==> src/rtl/llki_pkg.sv <==
// Shared LLKI definitions: host op, response and slave-command encodings,
// the 64-bit key word width, master FSM state codes and the registered
// slave-side request bundle (llki_s).
package llki_pkg;

  localparam int unsigned LLKI_WORD_W = 64;

  // Host operation encoding (host_op)
  localparam logic [1:0] OP_LOAD    = 2'd0;
  localparam logic [1:0] OP_CLEAR   = 2'd1;
  localparam logic [1:0] OP_STATUS  = 2'd2;
  localparam logic [1:0] OP_ILLEGAL = 2'd3;

  // Host response encoding (rsp_code)
  localparam logic [1:0] RSP_OK         = 2'd0;
  localparam logic [1:0] RSP_TIMEOUT    = 2'd1;
  localparam logic [1:0] RSP_SLAVE_ERR  = 2'd2;
  localparam logic [1:0] RSP_ILLEGAL_OP = 2'd3;

  // Slave command encoding (llki_cmd)
  localparam logic [1:0] CMD_LOAD_WORD = 2'd0;
  localparam logic [1:0] CMD_CLEAR     = 2'd1;
  localparam logic [1:0] CMD_STATUS    = 2'd2;

  // Master FSM state codes
  localparam logic [1:0] ST_IDLE   = 2'd0;
  localparam logic [1:0] ST_REQ_HI = 2'd1;
  localparam logic [1:0] ST_REQ_LO = 2'd2;
  localparam logic [1:0] ST_RESP   = 2'd3;

  // Everything driven towards the discrete slave, registered as one unit
  typedef struct packed {
    logic                   req;
    logic [1:0]             cmd;
    logic [7:0]             idx;
    logic [LLKI_WORD_W-1:0] data;
  } llki_s;

  function automatic logic [1:0] op_to_cmd(input logic [1:0] op);
    case (op)
      OP_CLEAR:  op_to_cmd = CMD_CLEAR;
      OP_STATUS: op_to_cmd = CMD_STATUS;
      default:   op_to_cmd = CMD_LOAD_WORD;
    endcase
  endfunction

endpackage

==> src/rtl/llki_timeout_ctr.sv <==
// Handshake-phase wait counter.
//   clk, rst : clock and synchronous active-high reset
//   clr      : restart the count (phase entry), wins over en
//   en       : a wait cycle is being spent in the current phase
//   expired  : this enabled cycle is the TIMEOUT_CYCLES-th of the phase
module llki_timeout_ctr #(
  parameter int unsigned TIMEOUT_CYCLES = 255
) (
  input  logic clk,
  input  logic rst,
  input  logic clr,
  input  logic en,
  output logic expired
);

  localparam logic [15:0] LIMIT = 16'(TIMEOUT_CYCLES - 1);

  logic [15:0] cnt_q;

  always_ff @(posedge clk) begin
    if (rst || clr) begin
      cnt_q <= '0;
    end else if (en && (cnt_q != '1)) begin
      cnt_q <= cnt_q + 16'd1;
    end
  end

  // The counter holds the number of cycles already spent, so the phase is
  // over once the current cycle brings it to TIMEOUT_CYCLES.
  assign expired = en && (cnt_q == LIMIT);

endmodule

==> src/rtl/llki_discrete_master.sv <==
// LLKI discrete master: accepts LOAD/CLEAR/STATUS requests from a host and
// runs four-phase req/ack handshakes with a discrete key slave.
//   clk, rst                : clock, synchronous active-high reset
//   host_valid/ready/op/key : host request channel (key latched on accept)
//   rsp_valid/code          : one-cycle completion pulse and result
//   rsp_key_present         : last slave-reported key status
//   llki_req/cmd/idx/data   : registered request to the slave
//   llki_ack/err/key_present: slave acknowledge and its status
module llki_discrete_master
  import llki_pkg::*;
#(
  parameter int unsigned KEY_WORDS      = 2,
  parameter int unsigned TIMEOUT_CYCLES = 255
) (
  input  logic                            clk,
  input  logic                            rst,
  input  logic                            host_valid,
  output logic                            host_ready,
  input  logic [1:0]                      host_op,
  input  logic [KEY_WORDS*LLKI_WORD_W-1:0] host_key,
  output logic                            rsp_valid,
  output logic [1:0]                      rsp_code,
  output logic                            rsp_key_present,
  output logic                            llki_req,
  output logic [1:0]                      llki_cmd,
  output logic [7:0]                      llki_idx,
  output logic [LLKI_WORD_W-1:0]          llki_data,
  input  logic                            llki_ack,
  input  logic                            llki_err,
  input  logic                            llki_key_present
);

  localparam logic [7:0] LAST_IDX = 8'(KEY_WORDS - 1);

  logic [1:0]                       state_q, state_d;
  llki_s                            llki_q, llki_d;
  logic [1:0]                       op_q, op_d;
  logic [KEY_WORDS*LLKI_WORD_W-1:0] key_q, key_d;
  logic [7:0]                       idx_q, idx_d;
  logic                             err_q, err_d;
  logic                             kp_q, kp_d;
  logic [1:0]                       code_q, code_d;
  logic                             rsp_kp_q, rsp_kp_d;
  logic                             tmo_clr, tmo_en, tmo_expired;
  int unsigned                      word_base;

  assign host_ready = (state_q == ST_IDLE) && !llki_ack;

  always_comb begin
    state_d   = state_q;
    llki_d    = llki_q;
    op_d      = op_q;
    key_d     = key_q;
    idx_d     = idx_q;
    err_d     = err_q;
    kp_d      = kp_q;
    code_d    = code_q;
    rsp_kp_d  = rsp_kp_q;
    word_base = 0;
    case (state_q)
      ST_IDLE: begin
        if (host_valid && host_ready) begin
          op_d  = host_op;
          key_d = host_key;
          idx_d = '0;
          err_d = 1'b0;
          if (host_op == OP_ILLEGAL) begin
            code_d  = RSP_ILLEGAL_OP;
            state_d = ST_RESP;
          end else begin
            llki_d.req  = 1'b1;
            llki_d.cmd  = op_to_cmd(host_op);
            llki_d.idx  = '0;
            llki_d.data = (host_op == OP_LOAD) ? host_key[LLKI_WORD_W-1:0] : '0;
            state_d     = ST_REQ_HI;
          end
        end
      end
      ST_REQ_HI: begin
        // Ack wins over a same-cycle expiry: the handshake did complete.
        if (llki_ack) begin
          err_d   = llki_err;
          kp_d    = llki_key_present;
          llki_d  = '0;
          state_d = ST_REQ_LO;
        end else if (tmo_expired) begin
          llki_d  = '0;
          code_d  = RSP_TIMEOUT;
          state_d = ST_RESP;
        end
      end
      ST_REQ_LO: begin
        if (!llki_ack) begin
          rsp_kp_d = kp_q;
          if (err_q) begin
            code_d  = RSP_SLAVE_ERR;
            state_d = ST_RESP;
          end else if ((op_q == OP_LOAD) && (idx_q != LAST_IDX)) begin
            idx_d       = idx_q + 8'd1;
            word_base   = LLKI_WORD_W * 32'(idx_d);
            llki_d.req  = 1'b1;
            llki_d.cmd  = CMD_LOAD_WORD;
            llki_d.idx  = idx_d;
            llki_d.data = key_q[word_base +: LLKI_WORD_W];
            state_d     = ST_REQ_HI;
          end else begin
            code_d  = RSP_OK;
            state_d = ST_RESP;
          end
        end else if (tmo_expired) begin
          code_d  = RSP_TIMEOUT;
          state_d = ST_RESP;
        end
      end
      ST_RESP: begin
        key_d   = '0;
        state_d = ST_IDLE;
      end
      default: state_d = ST_IDLE;
    endcase
  end

  // Restart on every phase entry, including REQ_LO -> REQ_HI between words.
  assign tmo_en  = (state_q == ST_REQ_HI) || (state_q == ST_REQ_LO);
  assign tmo_clr = ((state_d == ST_REQ_HI) && (state_q != ST_REQ_HI)) ||
                   ((state_d == ST_REQ_LO) && (state_q != ST_REQ_LO));

  llki_timeout_ctr #(
    .TIMEOUT_CYCLES(TIMEOUT_CYCLES)
  ) u_timeout_ctr (
    .clk    (clk),
    .rst    (rst),
    .clr    (tmo_clr),
    .en     (tmo_en),
    .expired(tmo_expired)
  );

  always_ff @(posedge clk) begin
    if (rst) begin
      state_q  <= ST_IDLE;
      llki_q   <= '0;
      op_q     <= '0;
      key_q    <= '0;
      idx_q    <= '0;
      err_q    <= 1'b0;
      kp_q     <= 1'b0;
      code_q   <= '0;
      rsp_kp_q <= 1'b0;
    end else begin
      state_q  <= state_d;
      llki_q   <= llki_d;
      op_q     <= op_d;
      key_q    <= key_d;
      idx_q    <= idx_d;
      err_q    <= err_d;
      kp_q     <= kp_d;
      code_q   <= code_d;
      rsp_kp_q <= rsp_kp_d;
    end
  end

  assign rsp_valid       = (state_q == ST_RESP);
  assign rsp_code        = code_q;
  assign rsp_key_present = rsp_kp_q;
  assign llki_req        = llki_q.req;
  assign llki_cmd        = llki_q.cmd;
  assign llki_idx        = llki_q.idx;
  assign llki_data       = llki_q.data;

endmodule

==> config.mk <==
export PLATFORM = sky130hd
export DESIGN_NAME = llki_discrete_master
export DESIGN_NICKNAME = d
export VERILOG_FILES = /design/src/rtl/llki_pkg.sv /design/src/rtl/llki_timeout_ctr.sv /design/src/rtl/llki_discrete_master.sv
export SDC_FILE = /design/constraint.sdc
export NUM_CORES = 1
export LEC_CHECK = 0
export CAP_MARGIN = 10
export CORE_ASPECT_RATIO = 0.6
export CORE_MARGIN = 2
export CORE_UTILIZATION = 51
export DETAILED_ROUTE_END_ITERATION = 16
export HOLD_SLACK_MARGIN = 0.12
export PLACE_DENSITY = 0.8
export SLEW_MARGIN = 10
export SYNTH_ARGS = -nofsm -noshare
export SYNTH_HDL_FRONTEND = slang
export SYNTH_SLANG_ARGS = --single-unit
==> constraint.sdc <==
create_clock -name clk -period 3.3 [get_ports clk]
set_clock_uncertainty 0.2 [all_clocks]
set_input_delay 0.66 -clock clk [delete_from_list [all_inputs] [get_ports clk]]
set_output_delay 0.66 -clock clk [all_outputs]
set_load 0.01 [all_outputs]
Yosys cells after proc, flatten, opt, wreduce, memory -nomap -nowiden
Cells that the tools add are included.
{"block": "word_totals", "register_bits": 236, "inputBits": 136, "output_inout_bits": 80, "wordCells": 102}
{"block": "classes", "addsub": 2, "n_eq_ne": 23, "shift": 1, "n_mux": 36, "bitwise": 1, "reduce_logical": 26}
{"operator": "$mux 75", "count": 7}
{"operator": "$pmux 128 s2", "count": 1}
{"operator": "$pmux 75 s3", "count": 1}
{"operator": "$mux 128", "count": 1}
{"operator": "$shiftx 128x15->64", "count": 1}
{"operator": "$mux 64", "count": 1}
{"operator": "$mux 8", "count": 4}
{"operator": "$mux 2", "count": 14}
{"operator": "$add 16x1->16 const B", "count": 1}
{"operator": "$eq 16x8->1 const B", "count": 1}
{"operator": "$ne 16x16->1 const B", "count": 1}
{"operator": "$pmux 8 s2", "count": 1}
{"operator": "$ne 2x2->1 const B", "count": 7}
{"operator": "$eq 2x2->1 const B", "count": 5}
{"operator": "$reduce_and 5->1", "count": 2}
{"operator": "$add 8x1->8 const B", "count": 1}
{"operator": "$ne 8x1->1 const B", "count": 1}
{"operator": "$pmux 2 s4", "count": 1}
{"operator": "$reduce_and 2->1", "count": 4}
{"operator": "$logic_and 1x1->1", "count": 7}
{"operator": "$reduce_and 7->1", "count": 1}
{"operator": "$eq 2x1->1 const B", "count": 3}
{"operator": "$logic_not 2->1", "count": 3}
{"operator": "$ne 2x1->1 const B", "count": 3}
{"operator": "12 further kinds", "count": 17}

Longest topological paths before layout
Gate-level depths: netlist (run 1).
{"block": "logic_depth", "depth_word": 10, "ltp_mapped": 10, "mapped_depth_nobuf": 7}

Cells and area by module
Synthesis (run 1) repeated with hierarchy kept, for this count alone.
{"block": "hier_totals", "cells_unflattened": 1095, "hier_area_um2": 10019.6}
{"mod": "llki_discrete_master", "n_inst": 1, "cells_each": 981, "area_per_inst_um2": 9087.5, "seq_area_each_um2": 4404.2}
{"mod": "llki_timeout_ctr", "n_inst": 1, "cells_each": 114, "area_per_inst_um2": 932.1, "seq_area_each_um2": 320.3}

Least setup slack after synthesis (run 1)
OpenSTA, ideal clock, no wires.
{"block": "synth_timing", "kind": "reg-to-reg", "startpoint": "reg state_q[0]", "endpoint": "reg llki_q (netlist bit llki_data[16])", "t_arrival_ns": 2.318, "required_ns": 2.954, "path_slack_ns": 0.635, "path_stages_with_launch": 11, "synth_period_minus_slack_ns": 2.665, "cell_sequence": "dfxtp_1 inv_1 ha_1 buf_2 nor4b_4 nand4_4 a221o_1 nor2_1 buf_6 buf_4 a211oi_2"}
{"block": "synth_between", "elab_chain_len": 5}
{"element": "from (decl)", "line": "llki_discrete_master.sv:35", "source": "logic [1:0] state_q, state_d;"}
{"element": "from (signal assigned)", "line": "llki_discrete_master.sv:150", "source": "state_q <= state_d;"}
{"element": "$eq 2x1->1, or another cell as far along", "line": "llki_discrete_master.sv:60, llki_discrete_master.sv:124"}
{"element": "$logic_or 1x1->1 or $logic_and 1x1->1 (tied branches)", "line": "llki_discrete_master.sv:124, llki_discrete_master.sv:47"}
{"element": "$logic_and 1x1->1 (on tied branches)", "line": "llki_timeout_ctr.sv:30, llki_discrete_master.sv:62"}
{"element": "$ne 3x3->1 (no source line) or $ne 2x1->1 (tied branches)"}
{"element": "$reduce_and 7->1 (no source line)"}
{"element": "to (signal assigned)", "line": "llki_discrete_master.sv:151", "source": "llki_q <= llki_d;"}
{"element": "to (decl)", "line": "llki_discrete_master.sv:36", "source": "llki_s llki_q, llki_d;"}
Parallel ways exist; a longest one is shown, timed or not.
A chain may end at the register's enable or synchronous reset.

Worst setup path after layout (run 1)
{"block": "layout_timing", "startpoint": "reg state_q[0]", "endpoint": "out host_ready"}
{"block": "layout_between", "elab_chain_len": 2}
{"element": "$logic_not 2->1", "line": "llki_discrete_master.sv:47", "source": "assign host_ready = (state_q == ST_IDLE) && !llki_ack;"}
{"element": "$logic_and 1x1->1", "line": "llki_discrete_master.sv:47"}
{"element": "to (decl)", "line": "llki_discrete_master.sv:18", "source": "output logic host_ready,"}
Every way passes these cells.

==> results of run 1 <==
## cells by family (layout without fill, tap and decap cells)
group / Yosys count / in the layout / synth area share
other: 0 / 1 / 0
muxes: 73 / 73 / 0.0703
DFF: 236 / 236 / 0.454
and+or+nand+nor: 295 / 295 / 0.127
adders and majority gates: 9 / 9 / 0.0108
AOI/OAI and AO/OA: 403 / 403 / 0.273
buffers and inverters: 120 / 287 / 0.0497
xor gates and xnor gates: 18 / 18 / 0.0152
## registers in the layout, indices dropped and copies added (netlist names), 2 cells and up
register	count
idx_q	8
rsp_code	2
llki_cmd	2
llki_idx	8
state_q	2
op_q	2
key_q	128
llki_data	64
u_timeout_ctr.cnt_q	16
## layout make-up
type,instances,share of cell area
inverter,10,0.00277
timing repair buffer,242,0.184
tap,273,0.0252
clock buffer,29,0.0479
sequential,236,0.349
multi-input combinational,798,0.384
clock inverter,6,0.00610
antenna,1,0.000185
## placed cells by master, fill, tap and decap left out, types with 5 or more instances in the layout
| master | n |
|---|---|
| o21ai_0 | 17 |
| clkbuf_16 | 24 |
| a211oi_1 | 25 |
| nor2_1 | 214 |
| buf_12 | 11 |
| or3_1 | 5 |
| nand3_1 | 10 |
| dfxtp_1 | 235 |
| ha_1 | 8 |
| xnor2_1 | 15 |
| a211oi_2 | 42 |
| a21oi_1 | 168 |
| clkdlybuf4s50_1 | 214 |
| a22oi_1 | 129 |
| buf_4 | 16 |
| nor3_1 | 5 |
| or4_1 | 5 |
| nand2_1 | 19 |
| mux2i_1 | 72 |
| nand4_1 | 10 |
| inv_1 | 10 |
## critical path: stages (launching register included)
cell and delay, ns:
dfxtp_1 0.37, inv_1 0.16, ha_2 0.40, nor2b_1 0.18, clkdlybuf4s50_1 0.54
## through the flow
step / power (mW) / instance area (sq um) / std cells
2_1_floorplan: 4.74 / 10400 / 1154
3_3_place_gp: 5.69 / 12800 / 1559
3_5_place_dp: 5.75 / 12800 / 1559
4_1_cts: 8.36 / 13500 / 1594
5_1_grt: 8.70 / 13500 / 1595
6_report: 8.34 / 13500 / 1595
## what timing repair did
item | CTS | global route
resized for setup | 0 | 1
setup endpoints to repair | 0 | 1
hold buffers | 0 | 0
## power groups by stage
stage               sequential (mW)  combinational (mW)  clock (mW)
CTS                            3.40                2.31        2.65
floorplan                      3.50                1.24           0
finish                         3.41                2.32        2.62
global placement               3.45                2.24           0
detailed placement             3.45                2.30           0
global route                   3.44                2.48        2.78
## routing by layer
layer	track usage	part of all wire
met5	0	0.00042
met4	0.0708	0.020
met1	0.393	0.46
met3	0.0659	0.086
met2	0.430	0.43
## worst min-delay path by stage
stage	to	slack [ns]
after floorplan	rsp_key_present	0.23
after CTS	rsp_key_present	0.27
final	kp_q	0.27
after global placement	kp_q	0.26
after detailed placement	rsp_key_present	0.26
after global routing	rsp_code[1]	0.31
==> impl_metrics.yaml, run 1 <==
final_layout:
  nNetsFinal: 1456
  register_area_sq_um: 4730
  fillCellCount: 1605
  drive_gt1_frac: 0.0901
  syn_to_final_growth_pct: 30.2
  multiInputGateArea_sq_um: 5200
  final_util: 0.677
sta:
  finalWorstSetupSlack_ns: 0.269
  setup_repair_after_global_routing_missed_its_margin: "false"
  hold_violations: 0
  hold-worst-slack_ns: 0.273
  totalNegativeSetupSlack_ns: 0
  final_worst_path_period_need_ns: 3.03
  maxSlewViolCount: 0
  achievable-frequency_mhz: 330
  max_slew_margin: 0.458
  finalSetupViolCount: 0
  final.period_utilization: 0.918
  worst_pin_slew_ns: 0.813
grt:
  number_of_global_route_vias_before_repair: 9292
  first_pass_grt_wire_length_microns: 49100
  grt_start_max_net_pins: 106
  grt_antenna_before_repair: 2
  grt.total_usage: 0.279
  globalRouteOverflowTotal: 0
synthesis:
  asyncSetResetFlopFracSynth: 0
  synth_top_area_share: 0.454
  syn_inst: 1154
  synth_seq_area_share: 0.454
  synthesis.area_sq_um: 10400
  synth.distinct_cells: 55
  syn-mean-instance-area_sq_um: 9.01
  synth-edff-count: 0
  dominantRegCellSynth: "dfxtp_1"
  synth_commonest_cells: "236 x dfxtp_1, 216 x nor2_1, 168 x a21oi_1, 129 x a22oi_1, 78 x clkbuf_1"
  synth_top_cell_by_area: "dfxtp_1"
  synthMostInstantiatedCell: "dfxtp_1"
  yosysWarnings: 0
  yosys_register_bits: 236
  postSynthNetCount: 1299
  synth.area.top_cells: "dfxtp_1 45%, a22oi_1 9.3%, a21oi_1 8.1%"
outcome:
  run_status: "complete, no violations"
power_and_ir_drop:
  internal_power_mw: 5.82
  seq_pwr_share: 0.409
  sw_frac_of_total: 0.302
  power.share.combinational: 0.278
  p_switching_mw: 2.52
  clockPowerShare: 0.314
  total_leakage_power_nw: 4.45
  ir_drop_uv: 384
  cellPowerDensity_nw_per_um2: 616
place:
  io_buffer_count: 215
  place_ws_ns: 0.219
  globalplace.congestion: 0.866
  hpwl_microns: 19100
cts:
  cts_setup_buffers: 0
  cts.htree.levels: 1
  cts_tree: "done"
  clockBufferDepth: 3
  latest_clock_arrival_within_the_worst_skew_pair_ns: 0.50
  cts-buffers-inserted: 23
  clockRootBuffer: "clkbuf_16"
  cts.sink_count: 236
  worst_setup_hold_path_clk_slew_ns: 0.07
floorplan:
  die_extent_in_x_microns: 188
  die_height_microns: 115
  core_region_area_sq_um: 20000
  start_util: 0.519
  rows: 40
  num_io_pins: 216
  die_area_sq_um: 21600
routing:
  detail_route.iter0.violations: 885
  number_of_vias_per_cell_after_detailed_routing: 5.98
  drc: 0
  wl_microns: 30700
  avgRoutedWirePerCell_microns: 19.3
  drt.antenna.violating_nets: 0
  via_count: 9545
  dr.pass1.iters: 5
hold_path:
  timing.hold.worst.start: "kp_q"
  timing.hold.worst_path_depth: 2
  hp-class: "flip-flop to flip-flop"
critical_path:
  r2r_slack_ns: 0.37
  worstPathRequired_ns: 2.44
  r2r-end: "llki_data[28]"
  first_element_of_the_critical_path: "state_q[0]"
  timing.rr.start: "state_q[0]"
  worstSetupEndpointType: "output pin"
  worstSetupPathType: "flip-flop to output pin"
  startpoint_type: "flip-flop"
  r2r.worst_path.cells: 8
  timing.critical_path.to: "host_ready"
  worst-path-max-fanout: 15
  worst_ep_arrival_ns: 2.17
flow_run:
  timing.max_cap.violations: 0
(Power assumes the default switching activity.)
==> run 2, diff against run 1 <==
Settings changed: GPL_TIMING_DRIVEN set to 0, MAX_ROUTING_LAYER set to met4, REMOVE_ABC_BUFFERS set to 1.
==> impl_metrics.yaml, run 2 (synthesis gave the netlist of run 1 again) <==
cts:
  latest_clock_arrival_within_the_worst_skew_pair_ns: 0.50
  post_cts_hold_buffer_count: 0
  cts-buffers-inserted: 22
  cts.sink_count: 236
  clockBufferDepth: 3
  cts_tree: "done"
  worst_setup_hold_path_clk_slew_ns: 0.06
  clockRootBuffer: "clkbuf_16"
  cts.htree.levels: 1
place:
  io_buffer_count: 215
  hpwl_microns: 20000
  globalplace.congestion: 0.850
  dpl_cell_area_sq_um: 13100
  place_ws_ns: -0.547
  post-place-cells: 1565
final_layout:
  final_util: 0.693
  post_layout_nonfiller_instances: 1611
  multiInputGateArea_sq_um: 5230
  mostFrequentLayoutCell: "dfxtp_1"
  post-route-cell-area_sq_um: 13900
  nNetsFinal: 1466
  register_area_sq_um: 4730
  largest_register_ffs: 128
  fillCellCount: 1536
  syn_to_final_growth_pct: 33.3
  largest-register: "key_q"
  drive_gt1_frac: 0.101
  most-common-layout-cells: "235 x dfxtp_1, 214 x nor2_1, 214 x clkdlybuf4s50_1"
flow_run:
  timing.max_cap.violations: 0
critical_path:
  cp_slowest_stage_delay_ns: 0.57
  worstSetupPathType: "flip-flop to flip-flop"
  worstSetupEndpointType: "flip-flop"
  crit_path_cell_trace: "inv_1 > ha_4 > nor4b_4 > nand4_4 > a221o_2 > nor2_4 > buf_16 > buf_16 > a211oi_1"
  crit_family: "simple AND/OR/NAND/NOR gates"
  worstPathRequired_ns: 3.46
  startpoint_type: "flip-flop"
  worst_ep_arrival_ns: 3.33
  critical_path.most_common_cell: "buf_16"
  worst-path-max-fanout: 19
  cp.buffers_inverters: 3
  slowest_stage: "a221o_2"
grt:
  first_pass_grt_wire_length_microns: 48300
  grt_start_max_net_pins: 114
  gr-usage-met2: 0.415
  number_of_global_route_vias_before_repair: 9181
  globalRoute.busiestLayer: "met2"
  use_met1: 0.396
  globalRouteOverflowTotal: 0
  grt_antenna_before_repair: 1
  gr_met3_demand_resource: 0.0607
  grt.total_usage: 0.282
routing:
  via_count: 9610
  avgRoutedWirePerCell_microns: 18.9
  wl_microns: 30400
  number_of_vias_per_cell_after_detailed_routing: 5.97
  drc: 0
  dr.pass1.iters: 5
  drt.antenna.violating_nets: 0
  detail_route.iter0.violations: 812
floorplan:
  die_height_microns: 115
  core_region_area_sq_um: 20000
  die_area_sq_um: 21600
  num_io_pins: 216
  die_extent_in_x_microns: 188
  rows: 40
  start_util: 0.519
sta:
  worst_pin_slew_ns: 0.812
  finalSetupViolCount: 0
  finalWorstSetupSlack_ns: 0.128
  final_worst_path_period_need_ns: 3.17
  hold_violations: 0
  final.period_utilization: 0.961
  achievable-frequency_mhz: 315
  max_slew_margin: 0.456
  maxSlewViolCount: 0
  totalNegativeSetupSlack_ns: 0
  hold-worst-slack_ns: 0.262
power_and_ir_drop:
  cellPowerDensity_nw_per_um2: 609
  internal_power_mw: 5.89
  totalPowerFinal_mw: 8.45
  total_leakage_power_nw: 4.59
  sw_frac_of_total: 0.303
  ir_drop_uv: 377
  power.share.combinational: 0.295
  clockPowerShare: 0.304
  p_switching_mw: 2.56
  seq_pwr_share: 0.401
outcome:
  run_status: "complete, no violations"
hold_path:
  hp-class: "flip-flop to flip-flop"
-- run 2: layer usage --
| metal | up-vias | share of wire |
|---|---|---|
| met4 | 0 | 0.019 |
| met3 | 56 | 0.095 |
| li1 | 4537 | - |
| met5 | - | 0 |
| met2 | 443 | 0.42 |
| met1 | 4574 | 0.46 |
-- run 2: power groups by stage --
stage | Clock [mW] | Combinational (mW) | Sequential, mW
detailed placement | 0 | 2.40 | 3.44
global route | 2.73 | 2.67 | 3.42
floorplan | 0 | 1.13 | 3.51
global placement | 0 | 2.21 | 3.44
CTS | 2.60 | 2.47 | 3.38
finish | 2.57 | 2.50 | 3.39
-- run 2: repair_timing --
item | 4_1_cts | 5_1_grt
endpoints found under the setup margin | 86 | 62
buffers inserted | 5 | 0
resized for setup | 2 | 3
pin swaps | 2 | 0
-- run 2: path summary, 6_finish.rpt --
path / slack (ns) / startpoint / cells past startpoint / end
worst min register to register: 0.26 / rsp_key_present / 2 / rsp_key_present
worst min-delay path: 0.26 / rsp_key_present / 2 / rsp_key_present
worst max register to register: 0.13 / state_q[0] / 9 / llki_data[28]
worst max-delay path: 0.13 / state_q[0] / 9 / llki_data[28]
-- run 2: worst reg2reg max path: cells and delay by family (launching register included) --
| kind | cells | cell delay, ns |
|---|---|---|
| simple gates | 3 | 0.73 |
| fa+ha+maj | 1 | 0.43 |
| buf+inv | 3 | 0.54 |
| compound gates | 2 | 0.69 |
| flops | 1 | 0.45 |
-- run 2: layout make-up --
cell class              instances  area share
flip-flops and latches        236       0.341
well taps                     273      0.0246
clock inverters                 7     0.00451
repair buffers                253       0.202
multi-input cells             798       0.377
clock buffers                  33      0.0478
diodes                          1    0.000180
inverters                      10     0.00271
==> run 3, diff against run 2 <==
Settings changed: CORE_UTILIZATION 51 to 50, HOLD_SLACK_MARGIN 0.12 to 0.03, PLACE_DENSITY 0.8 to 0.78.
==> impl_metrics.yaml, run 3 (synthesis gave the netlist of run 1 again) <==
power_and_ir_drop:
  clockPowerShare: 0.313
  ir_drop_uv: 344
  p_switching_mw: 2.62
  total_leakage_power_nw: 4.64
  seq_pwr_share: 0.393
  internal_power_mw: 6.01
  sw_frac_of_total: 0.304
  cellPowerDensity_nw_per_um2: 617
  power.share.combinational: 0.295
sta:
  worst_pin_slew_ns: 0.892
  final.period_utilization: 0.962
  totalNegativeSetupSlack_ns: 0
  maxSlewViolCount: 0
  finalSetupViolCount: 0
  final_worst_path_period_need_ns: 3.17
  max_slew_margin: 0.394
  setup_repair_after_global_routing_missed_its_margin: "false"
  achievable-frequency_mhz: 315
  hold_violations: 0
cts:
  cts.sink_count: 236
  clockRootBuffer: "clkbuf_16"
  worst_setup_hold_path_clk_slew_ns: 0.06
  post_cts_hold_buffer_count: 0
  latest_clock_arrival_within_the_worst_skew_pair_ns: 0.51
  cts_tree: "done"
  clockBufferDepth: 3
  cts.htree.levels: 1
  cts-buffers-inserted: 23
final_layout:
  nNetsFinal: 1473
  post_layout_nonfiller_instances: 1619
  fillCellCount: 1583
  largest-register: "key_q"
  syn_to_final_growth_pct: 34.4
  drive_gt1_frac: 0.106
  mostFrequentLayoutCell: "dfxtp_1"
  largest_register_ffs: 128
  most-common-layout-cells: "235 x dfxtp_1, 214 x nor2_1, 214 x clkdlybuf4s50_1"
routing:
  dr.pass1.iters: 7
  drc: 0
  avgRoutedWirePerCell_microns: 19.9
  wl_microns: 32300
  number_of_vias_per_cell_after_detailed_routing: 5.98
  detail_route.iter0.violations: 777
  via_count: 9678
  drt.antenna.violating_nets: 0
floorplan:
  core_region_area_sq_um: 20200
  start_util: 0.514
  rows: 40
  die_height_microns: 116
  num_io_pins: 216
  die_extent_in_x_microns: 190
  die_area_sq_um: 22000
outcome:
  run_status: "complete, no violations"
critical_path:
  worstPathRequired_ns: 3.53
  worst_ep_arrival_ns: 3.40
  worst-path-max-fanout: 15
  worstSetupEndpointType: "flip-flop"
  worstSetupPathType: "primary input to flip-flop"
  startpoint_type: "primary input"
grt:
  first_pass_grt_wire_length_microns: 49800
  grt.total_usage: 0.290
  globalRouteOverflowTotal: 0
  number_of_global_route_vias_before_repair: 9298
  grt_antenna_before_repair: 2
  grt_start_max_net_pins: 118
flow_run:
  timing.max_cap.violations: 0
place:
  hpwl_microns: 20500
  io_buffer_count: 215
  globalplace.congestion: 0.857
  post-place-cells: 1563
hold_path:
  hp-class: "flip-flop to flip-flop"
-- run 3: cell types whose count changed in the layout (fill, tap and decap cells not counted), sizes merged, moves of 2 or more --
cell | before | now
buf | 39 | 42
clkbuf | 33 | 38
clkinv | 5 | 1
nor2 | 216 | 218
-- run 3: worst paths after layout --
path / end / from / slack [ns] / cells after the start
min reg2reg: rsp_key_present / kp_q / 0.27 / 2
max: llki_idx[1] / llki_ack / 0.13 / 6
min: rsp_key_present / kp_q / 0.27 / 2
max reg2reg: llki_idx[1] / state_q[0] / 0.15 / 7
-- run 3: repair_timing --
action | in CTS | in global routing
setup buffers | 7 | 3
pin swaps | 2 | 1
resized for setup | 3 | 6
cloned | 1 | 2
setup endpoints to repair | 98 | 125
-- run 3: final cells by class --
type | count | area (sq um) | area share
Multi-Input combinational cell | 801 | 5280 | 0.377
Sequential cell | 236 | 4730 | 0.338
Timing Repair Buffer | 256 | 2810 | 0.201
Clock buffer | 38 | 733 | 0.0525
Tap cell | 273 | 342 | 0.0244
Clock inverter | 3 | 43.8 | 0.00313
Inverter | 10 | 37.5 | 0.00269
Antenna cell | 2 | 5.00 | 0.000358
-- run 3: routing by layer --
metal / share of wire / track usage
met5: 0 / -
met4: 0.020 / 0.0703
met3: 0.083 / 0.0678
met2: 0.44 / 0.439
met1: 0.46 / 0.395
-- run 3: power by group through the flow --
| stage | clock network, mW | registers [mW] | logic (mW) |
|---|---|---|---|
| after global placement | 0 | 3.44 | 2.23 |
| final | 2.70 | 3.39 | 2.54 |
| after global routing | 2.85 | 3.42 | 2.71 |
| after detailed placement | 0 | 3.44 | 2.39 |
| after CTS | 2.74 | 3.38 | 2.47 |
| after floorplan | 0 | 3.51 | 1.13 |
-- run 3: worst max-delay path, cell delays in order --
cell and delay [ns]:
clkdlybuf4s50_1 0.76, nor2b_2 0.53, nand2_1 0.22, a221o_4 0.50
or4_1 0.54, a21oi_1 0.18
-- run 3: metrics by stage --
stage / utilization / worst slack [ns] / hold WS (ns) / power (mW) / area, sq um
CTS: 0.687 / -0.00802 / 0.263 / 8.60 / 13900
floorplan: - / -3.19 / 0.226 / 4.63 / 9920
global route: 0.691 / 0.00827 / 0.299 / 8.99 / 14000
detailed placement: 0.645 / -0.743 / 0.252 / 5.83 / 13000
global placement: 0.614 / -7.57 / 0.249 / 5.67 / 12400
finish: 0.691 / 0.126 / 0.268 / 8.63 / 14000
